File: src/rtl/fpro_timer_core_if.sv
// fpro_timer_core_if: FPro MMIO slot bus between the bridge (master) and a slot core (slave).
interface fpro_timer_core_if;
  logic        cs;
  logic        read;
  logic        write;
  logic [4:0]  addr;
  logic [31:0] wr_data;
  logic [31:0] rd_data;
  modport master (output cs, read, write, addr, wr_data, input rd_data);
  modport slave  (input cs, read, write, addr, wr_data, output rd_data);
endinterface

File: src/rtl/fpro_timer_core.sv
// fpro_timer_core: 64-bit prescaled timer with compare match, auto-reload and snapshot reads.
// Define FPRO_TIMER_IRQ_EN to enable CTRL[3] and the registered match interrupt.
module fpro_timer_core #(
  parameter int PRESCALE_W = 16,
  parameter logic [PRESCALE_W-1:0] RESET_PRESCALE = '0
) (
  input  logic             clk,
  input  logic             reset_n,
  fpro_timer_core_if.slave bus,
  output logic             irq
);
  logic                  wr_en, rd_en, wr_ctrl, wr_pre, w1c, clr, tick, hit;
  logic [63:0]           count_q, count_d, cmp_q, cmp_d;
  logic [31:0]           snap_q, snap_d, rd;
  logic [PRESCALE_W-1:0] pre_q, pre_d, pcnt_q, pcnt_d;
  logic                  go_q, go_d, ar_q, ar_d, ie_q, ie_d, match_q, match_d, irq_q, irq_d;
  always_comb begin
    wr_en   = bus.cs & bus.write;
    rd_en   = bus.cs & bus.read;
    wr_ctrl = wr_en & (bus.addr == 5'd2);
    wr_pre  = wr_en & (bus.addr == 5'd3);
    w1c     = wr_en & (bus.addr == 5'd6) & bus.wr_data[0];
    clr     = wr_ctrl & bus.wr_data[1];
    // a clear swallows any tick landing on the same edge
    tick    = go_q & (pcnt_q == pre_q) & ~clr;
    hit     = tick & (count_q == cmp_q);
    pcnt_d  = (clr | wr_pre | tick) ? '0 : go_q ? pcnt_q + 1'b1 : pcnt_q;
    count_d = clr ? '0 : !tick ? count_q : (hit & ar_q) ? '0 : count_q + 64'd1;
    cmp_d   = {(wr_en & (bus.addr == 5'd5)) ? bus.wr_data : cmp_q[63:32],
               (wr_en & (bus.addr == 5'd4)) ? bus.wr_data : cmp_q[31:0]};
    pre_d   = wr_pre ? bus.wr_data[PRESCALE_W-1:0] : pre_q;
    go_d    = wr_ctrl ? bus.wr_data[0] : go_q;
    ar_d    = wr_ctrl ? bus.wr_data[2] : ar_q;
    match_d = hit | (match_q & ~w1c);
    snap_d  = (rd_en & (bus.addr == 5'd0)) ? count_q[63:32] : snap_q;
`ifdef FPRO_TIMER_IRQ_EN
    ie_d    = wr_ctrl ? bus.wr_data[3] : ie_q;
    irq_d   = match_q & ie_q;
`else
    ie_d    = 1'b0;
    irq_d   = 1'b0;
`endif
    case (bus.addr)
      5'd0:    rd = count_q[31:0];
      5'd1:    rd = snap_q;
      5'd2:    rd = {28'd0, ie_q, ar_q, 1'b0, go_q};
      5'd3:    rd = 32'(pre_q);
      5'd4:    rd = cmp_q[31:0];
      5'd5:    rd = cmp_q[63:32];
      5'd6:    rd = {31'd0, match_q};
      default: rd = '0;
    endcase
    bus.rd_data = rd_en ? rd : '0;
  end
  always_ff @(posedge clk or negedge reset_n) begin
    if (!reset_n) begin
      count_q <= '0;
      cmp_q   <= '1;
      snap_q  <= '0;
      pre_q   <= RESET_PRESCALE;
      pcnt_q  <= '0;
      go_q    <= 1'b0;
      ar_q    <= 1'b0;
      ie_q    <= 1'b0;
      match_q <= 1'b0;
      irq_q   <= 1'b0;
    end else begin
      count_q <= count_d;
      cmp_q   <= cmp_d;
      snap_q  <= snap_d;
      pre_q   <= pre_d;
      pcnt_q  <= pcnt_d;
      go_q    <= go_d;
      ar_q    <= ar_d;
      ie_q    <= ie_d;
      match_q <= match_d;
      irq_q   <= irq_d;
    end
  end
  assign irq = irq_q;
endmodule
File: src/flat_wrapper.sv
// flat-port wrapper written by rule: the top's interface ports become plain ports
module fpro_timer_core_flat 
#(
  parameter int PRESCALE_W = 16,
  parameter logic [PRESCALE_W-1:0] RESET_PRESCALE = '0
)
  (clk, reset_n, irq, bus_cs, bus_read, bus_write, bus_addr, bus_wr_data, bus_rd_data);
  fpro_timer_core_if bus_i ();
  input  logic clk;
  input  logic reset_n;
  output logic irq;
  input wire logic [$bits(bus_i.cs)-1:0] bus_cs;
  input wire logic [$bits(bus_i.read)-1:0] bus_read;
  input wire logic [$bits(bus_i.write)-1:0] bus_write;
  input wire logic [$bits(bus_i.addr)-1:0] bus_addr;
  input wire logic [$bits(bus_i.wr_data)-1:0] bus_wr_data;
  output wire logic [$bits(bus_i.rd_data)-1:0] bus_rd_data;
  assign bus_i.cs = bus_cs;
  assign bus_i.read = bus_read;
  assign bus_i.write = bus_write;
  assign bus_i.addr = bus_addr;
  assign bus_i.wr_data = bus_wr_data;
  assign bus_rd_data = bus_i.rd_data;
  fpro_timer_core #(.PRESCALE_W(PRESCALE_W), .RESET_PRESCALE(RESET_PRESCALE)) u_core (.clk(clk), .reset_n(reset_n), .bus(bus_i), .irq(irq));
endmodule
File: config.mk
export PLATFORM = sky130hd
export DESIGN_NAME = fpro_timer_core_flat
export DESIGN_NICKNAME = d
export VERILOG_FILES = /design/src/rtl/fpro_timer_core_if.sv /design/src/rtl/fpro_timer_core.sv /design/src/flat_wrapper.sv
export SDC_FILE = /design/constraint.sdc
export NUM_CORES = 1
export LEC_CHECK = 0
export ABC_AREA = 1
export CAP_MARGIN = 15
export CELL_PAD_IN_SITES_DETAIL_PLACEMENT = 1
export CELL_PAD_IN_SITES_GLOBAL_PLACEMENT = 1
export CORE_MARGIN = 5
export CORE_UTILIZATION = 39
export CTS_CLUSTER_SIZE = 25
export DETAILED_ROUTE_END_ITERATION = 8
export PLACE_DENSITY = 0.82
export SYNTH_ARGS = -nofsm -noshare
export SYNTH_HDL_FRONTEND = slang
export SYNTH_SLANG_ARGS = --single-unit
File: constraint.sdc
create_clock -name clk -period 2.1 [get_ports clk]
set_input_delay 0.525 -clock clk [delete_from_list [all_inputs] [get_ports clk]]
set_output_delay 0.525 -clock clk [all_outputs]
set_load 0.02 [all_outputs]
Yosys cells after proc, flatten, opt, wreduce, memory -nomap -nowiden
Index checks and enable logic that the tools add are counted.
- register bits after elaboration: 195
- latch bits: 0
- RAM bits: 0
- memory bits (read-only): 0
- input port bits: 42
- output and inout bits: 33
- word-level logic and storage cells: 49
- memories: 0
- $add $sub $neg: 2
- multiply operators: 0
- div/mod/pow operators: 0
- order comparisons: 0
- equality and inequality tests: 8
- shifts and indexed selects: 0
- multiplexer cells: 7
- bitwise logic cells: 20
- reduce and logical (&&, ||, !) cells: 3
- operators by type and width (kind ; count):
    $pmux 32 s7 ; 1
    $mux 64 ; 3
    $add 64x1->64 const B ; 1
    $eq 64x64->1 ; 1
    $mux 16 ; 2
    $mux 32 ; 1
    $add 16x1->16 const B ; 1
    $eq 16x16->1 ; 1
    $and 1x1->1 ; 15
    $eq 5x3->1 const B ; 3
    $eq 5x2->1 const B ; 2
    $eq 5x1->1 const B ; 1
    $logic_not 5->1 ; 1
    $reduce_bool 2->1 ; 2
    $or 1x1->1 ; 3
    $not 1->1 ; 2

Longest topological paths before layout
- depth after elaboration: 10
- depth in mapped cells: 14
- gate-level depth less buffers: 13

Worst setup path before layout
No wires, ideal clock.
- path type: input to output
- from: input port bus_addr[0]
- to: output port bus_rd_data[10]
- data arrival time: 1.896 ns
- data required time: 1.575 ns
- path slack: -0.321 ns
- stages on the path: 7
- buffers on the path: 2
- cell sequence: nor2_1 -> nand3_1 -> inv_1 -> buf_2 -> clkbuf_1 -> nand2_1 -> a31oi_1
- longest elaborated chain between the ends: 3
- elaborated cells on any way between the ends: 9
- those cells by class: 6 x eq/ne; 2 x mux; 1 x reduce/logical
- ends and longest elaborated chain (what ; RTL line ; source):
    start, declared ; flat_wrapper.sv:15 ; input wire logic [$bits(bus_i.addr)-1:0] bus_addr;
    $eq 5x3->1, or another cell as far along ; fpro_timer_core.sv:43 ; case (bus.addr)
    $pmux 32 s7 (*) ; fpro_timer_core.sv:43 ;
    $mux 32 (*) ; fpro_timer_core.sv:53 ; bus.rd_data = rd_en ? rd : '0;
    end, declared ; flat_wrapper.sv:17 ; output wire logic [$bits(bus_i.rd_data)-1:0] bus_rd_data;
Every way passes the cells marked *; elsewhere a longest branch is shown, timed or not.

Worst setup path in the final report
- from: input port bus_addr[2]
- to: output port bus_rd_data[10]
The elaborated chain is that of the path after synthesis.

==> report_table.html <==
<table>
<tr><th>Metric</th><th>Value</th></tr>
<tr><th colspan="2">Status</th></tr>
<tr><td>Run status</td><td>complete, but fails checks</td></tr>
<tr><td>Violations in the final reports</td><td>setup timing</td></tr>
<tr><th colspan="2">Floorplan</th></tr>
<tr><td>Floorplan die area</td><td>around 36000 um2</td></tr>
<tr><td>Count of standard-cell rows</td><td>between 60 and 70</td></tr>
<tr><td>Horizontal die dimension</td><td>between 150 and 200 um</td></tr>
<tr><td>Chip height</td><td>189 um</td></tr>
<tr><td>Core Region</td><td>about 32000 um2</td></tr>
<tr><td>Number of placed I/O pins</td><td>75</td></tr>
<tr><td>Initial core utilization</td><td>around 39%</td></tr>
<tr><th colspan="2">Power and ir drop</th></tr>
<tr><td>Power density normalized to cell area</td><td>567 nW/um2</td></tr>
<tr><td>Worst IR drop on VDD</td><td>approximately 0.65 mV</td></tr>
<tr><td>Internal power component</td><td>between 6000 and 7000 uW</td></tr>
<tr><td>Flop pwr share</td><td>between 40% and 50%</td></tr>
<tr><td>Logic gate share of total power</td><td>approximately 22%</td></tr>
<tr><td>Switch share</td><td>between 30% and 40%</td></tr>
<tr><td>Static leakage</td><td>~0.0080 uW</td></tr>
<tr><td>Share of power burned in the clock network</td><td>34.2%</td></tr>
<tr><td>Total net switching power</td><td>between 3000 and 4000 uW</td></tr>
<tr><th colspan="2">Layout</th></tr>
<tr><td>Post-route cell area</td><td>approximately 18000 um2</td></tr>
<tr><td>Fraction of final layout cells with drive strength greater than 1</td><td>a little over a third</td></tr>
<tr><td>Area added between synthesis and finish</td><td>48.2%</td></tr>
<tr><td>Count of antenna diodes in the layout</td><td>0</td></tr>
<tr><td>Count of placed standard cells in the final layout, fillers left out</td><td>2612</td></tr>
<tr><td>Number of nets at the end of the flow</td><td>2241</td></tr>
<tr><th colspan="2">Route</th></tr>
<tr><td>Iter 0 DRT Violations</td><td>1814</td></tr>
<tr><td>Drc violations</td><td>0</td></tr>
<tr><td>Vias after detailed routing</td><td>~16000</td></tr>
<tr><td>Via count normalized by instance count</td><td>6.15</td></tr>
<tr><td>Number of iterations in the first detailed-routing pass</td><td>6</td></tr>
<tr><td>Post-DRT Antenna Nets</td><td>0</td></tr>
<tr><td>Per-cell routed wire length</td><td>~28 um</td></tr>
<tr><td>Detailed Route WL</td><td>between 70000 and 80000 um</td></tr>
<tr><th colspan="2">Yosys</th></tr>
<tr><td>Mean Syn Cell Area</td><td>about 6.5 um2</td></tr>
<tr><td>Cell types with the largest area share after synthesis</td><td>sky130_fd_sc_hd__dfrtp_1, sky130_fd_sc_hd__nand2_1, sky130_fd_sc_hd__dfstp_2, sky130_fd_sc_hd__nor2_1, sky130_fd_sc_hd__inv_1</td></tr>
<tr><td>Top cell type by total area after synthesis</td><td>sky130_fd_sc_hd__dfrtp_1</td></tr>
<tr><td>Area share of the largest cell type after synthesis</td><td>between 20% and 30%</td></tr>
<tr><td>Post-synthesis instance area</td><td>around 12000 um2</td></tr>
<tr><td>Post-Syn Nets</td><td>around 2000</td></tr>
<tr><td>Syn. warnings</td><td>0</td></tr>
<tr><td>Sequential-to-total area share from yosys stat</td><td>between 30% and 40%</td></tr>
<tr><td>Number of standard cells after synthesis</td><td>just under 2000</td></tr>
<tr><td>Flip-flop and latch count after synthesis</td><td>between 150 and 200</td></tr>
<tr><td>Synth cell types</td><td>33</td></tr>
<tr><th colspan="2">CTS</th></tr>
<tr><td>Inserted Clock Buffers</td><td>17</td></tr>
<tr><td>Post-CTS clock slew at the launch and capture registers of the worst setup and hold paths</td><td>0.08 ns</td></tr>
<tr><td>Worst-case clock buffer depth</td><td>2</td></tr>
<tr><td>Number of sinks driven by the clock tree</td><td>roughly 200</td></tr>
<tr><td>Library cell used as clock root buffer</td><td>sky130_fd_sc_hd__clkbuf_16</td></tr>
<tr><td>Later-pin clock latency in the skew report</td><td>approximately 0.48 ns</td></tr>
<tr><td>Number of H-tree levels</td><td>4</td></tr>
<tr><td>CTS tree</td><td>built</td></tr>
<tr><th colspan="2">Timing</th></tr>
<tr><td>Highest achievable clock rate</td><td>~400 MHz</td></tr>
<tr><td>Final Hold Fails</td><td>0</td></tr>
<tr><td>Final-report max-slew violation count</td><td>0</td></tr>
<tr><td>Max-slew headroom at the worst pin</td><td>between 20 and 30%</td></tr>
<tr><td>Unrepaired setup endpoints after global routing</td><td>true</td></tr>
<tr><td>Worst clock skew</td><td>0.0178 ns</td></tr>
<tr><td>Worst setup margin</td><td>-0.404 ns</td></tr>
<tr><td>Count of final setup violators</td><td>97</td></tr>
<tr><td>Least-Margin Pin Slew</td><td>1.07 ns</td></tr>
<tr><td>Period utilisation layout</td><td>119%</td></tr>
<tr><td>Post-route minimum period</td><td>~2.5 ns</td></tr>
<tr><td>Post-Route Setup TNS</td><td>-26.98 ns</td></tr>
<tr><th colspan="2">Run</th></tr>
<tr><td>Total of max-cap violations</td><td>0</td></tr>
<tr><th colspan="2">Critical path</th></tr>
<tr><td>Slowest-stage cell, CP</td><td>sky130_fd_sc_hd__nor2_4</td></tr>
<tr><td>Worst path required time</td><td>between 1.5 and 2 ns</td></tr>
<tr><td>Worst Path Class, Setup</td><td>in -&gt; out</td></tr>
<tr><td>Maximum net fanout on the critical path</td><td>15</td></tr>
<tr><td>Startpoint class of the critical path</td><td>input pin</td></tr>
<tr><td>Arrival time at the worst endpoint</td><td>1.98 ns</td></tr>
<tr><td>Largest incremental delay on the critical path</td><td>about 0.23 ns</td></tr>
<tr><td>Setup slack, reg-to-reg</td><td>-0.32 ns</td></tr>
<tr><td>Cells along the critical path</td><td>buf_4, inv_2, nor2_4, nand3_4, buf_8, o22ai_1, a21oi_1, a31oi_4, buf_6</td></tr>
<tr><td>CP endpoint kind</td><td>output pin</td></tr>
<tr><th colspan="2">Global routing</th></tr>
<tr><td>Total congestion overflow after global routing</td><td>0</td></tr>
<tr><td>Gr usage total</td><td>34.0%</td></tr>
<tr><td>Via count of the first global-routing pass</td><td>about 16000</td></tr>
<tr><td>Pin count of the biggest net entering global routing</td><td>65</td></tr>
<tr><td>Wire length of the first global-routing pass</td><td>between 90000 and 100000 um</td></tr>
<tr><td>Number of antenna violations at the first check in global routing</td><td>1</td></tr>
<tr><th colspan="2">Placement</th></tr>
<tr><td>Number of buffers added on ports</td><td>73</td></tr>
<tr><td>Post-place instance area</td><td>about 15000 um2</td></tr>
<tr><td>Post-detailed-placement half-perimeter wirelength</td><td>just over 40000 um</td></tr>
<tr><td>Worst setup slack before clock tree synthesis</td><td>-1.23 ns</td></tr>
<tr><td>Post-Place Cells</td><td>2530</td></tr>
<tr><td>Routability congestion estimate from global placement</td><td>roughly 1.0</td></tr>
<tr><th colspan="2">Hold path</th></tr>
<tr><td>Type of the most critical hold path</td><td>reg -&gt; reg</td></tr>
</table>
==> metrics by stage <==
| stage | hold WS [ns] | util (%) | power, uW |
|---|---|---|---|
| CTS | 0.491 | 54.1 | 9870 |
| floorplan | 0.229 | - | 5400 |
| global placement | 0.465 | 49.0 | 6180 |
| detailed placement | 0.468 | 49.0 | 6280 |
| finish | 0.512 | 58.5 | 10500 |
| global route | 0.523 | 58.5 | 10800 |
==> synth_stat cells (all sizes together) <==
cell    number
a211oi       1
a21oi       25
a221oi      16
a31oi       14
and3         1
buf         38
clkbuf      45
conb         1
dfrtp      131
dfstp       64
ha           2
inv        235
nand2      730
nand3       48
nand3b       1
nand4       40
nor2       263
nor3        51
nor3b        3
nor4         2
o21ai      139
o221ai       1
o22ai       23
xnor2        4
xor2        44
==> final cells by class <==
type / count / area, um2
Clock inverter: 14 / 140
Multi-Input combinational cell: 1409 / 8110
Clock buffer: 18 / 450
Sequential cell: 195 / 4990
Fill cell: 3877 / 13100
Tap cell: 402 / 503
Inverter: 235 / 897
Timing Repair Buffer: 339 / 3360
==> worst max-delay path, delay by kind of cell <==
kind	cells	cell delay (ns)
compound gates	3	0.47
simple gates	2	0.40
buf+inv	4	0.55
==> placed cells by master (no fill, tap or decap), types with 29 or more instances in the layout <==
cell type | netlist | layout
sky130_fd_sc_hd__nand2_1 | 730 | 586
sky130_fd_sc_hd__buf_4 | 4 | 219
sky130_fd_sc_hd__inv_1 | 233 | 210
sky130_fd_sc_hd__nor2_1 | 256 | 186
sky130_fd_sc_hd__o21ai_0 | 138 | 125
sky130_fd_sc_hd__dfrtp_1 | 131 | 108
sky130_fd_sc_hd__nand2_2 | 0 | 87
sky130_fd_sc_hd__dfstp_2 | 64 | 64
sky130_fd_sc_hd__nand2_4 | 0 | 56
sky130_fd_sc_hd__nor2_2 | 7 | 55
sky130_fd_sc_hd__xor2_1 | 44 | 44
sky130_fd_sc_hd__nand4_1 | 38 | 38
sky130_fd_sc_hd__nand3_1 | 48 | 37
sky130_fd_sc_hd__clkdlybuf4s50_1 | 0 | 35
sky130_fd_sc_hd__buf_6 | 4 | 35
sky130_fd_sc_hd__buf_12 | 0 | 29
==> repair_timing <==
action	4_1_cts	5_1_grt
endpoints found under the hold margin	9	0
cloned	9	5
setup endpoints to repair	96	96
hold buffers	1	0
gates resized for setup	374	334
pin swaps	21	63
setup buffers	11	29
==> path summary, 6_finish.rpt <==
check / from / to / depth (start not counted)
worst max-delay path: bus_addr[2] / bus_rd_data[10] / 9
worst min-delay path: u_core.cmp_q[13]$_DFFE_PN1P_ / u_core.cmp_q[13]$_DFFE_PN1P_ / 2
worst max register to register: u_core.cmp_q[48]$_DFFE_PN1P_ / u_core.count_q[22]$_DFFE_PN0P_ / 13
worst min register to register: u_core.cmp_q[13]$_DFFE_PN1P_ / u_core.cmp_q[13]$_DFFE_PN1P_ / 2
max in group asynchronous: reset_n / u_core.cmp_q[34]$_DFFE_PN1P_ / 3
min in group asynchronous: reset_n / u_core.pcnt_q[12]$_DFFE_PN0P_ / 2
==> power by group through the flow <==
stage / clock network [uW] / registers, uW / logic [uW]
2_1_floorplan: 0 / 4440 / 954
3_3_place_gp: 0 / 4540 / 1640
3_5_place_dp: 0 / 4550 / 1730
4_1_cts: 3470 / 4500 / 1890
5_1_grt: 3710 / 4560 / 2490
6_report: 3580 / 4540 / 2340
==> sequential cells by signal (all words and copies together), names as in the netlist <==
signal / count
u_core.ar_q: 1
u_core.cmp_q: 64
u_core.count_q: 64
u_core.go_q: 1
u_core.match_q: 1
u_core.pcnt_q: 16
u_core.pre_q: 16
u_core.snap_q: 32
==> kinds of logic (layout without fill, tap and decap cells) <==
group	count (synthesis)	in the layout	share of synthesized area, %
adder cells (fa/ha/maj)	2	2	0.201
flip-flops	195	195	39.8
AND/OR/NAND/NOR	1139	1139	36.6
XOR/XNOR	48	48	3.38
buffers and inverters	318	606	10.3
other	1	1	0.0301
AO/OA/AOI/OAI	219	219	9.71
==> layer usage <==
metal  up-vias  wire (um)  global-route usage [%]
met3       532       6710                    6.08
met2      1141      32800                    57.9
li1       6555          -                       -
met4         2       7600                    22.4
met1      7827      25100                    39.3
met5         -         13                       0
Power figures use the tool's default switching activity.
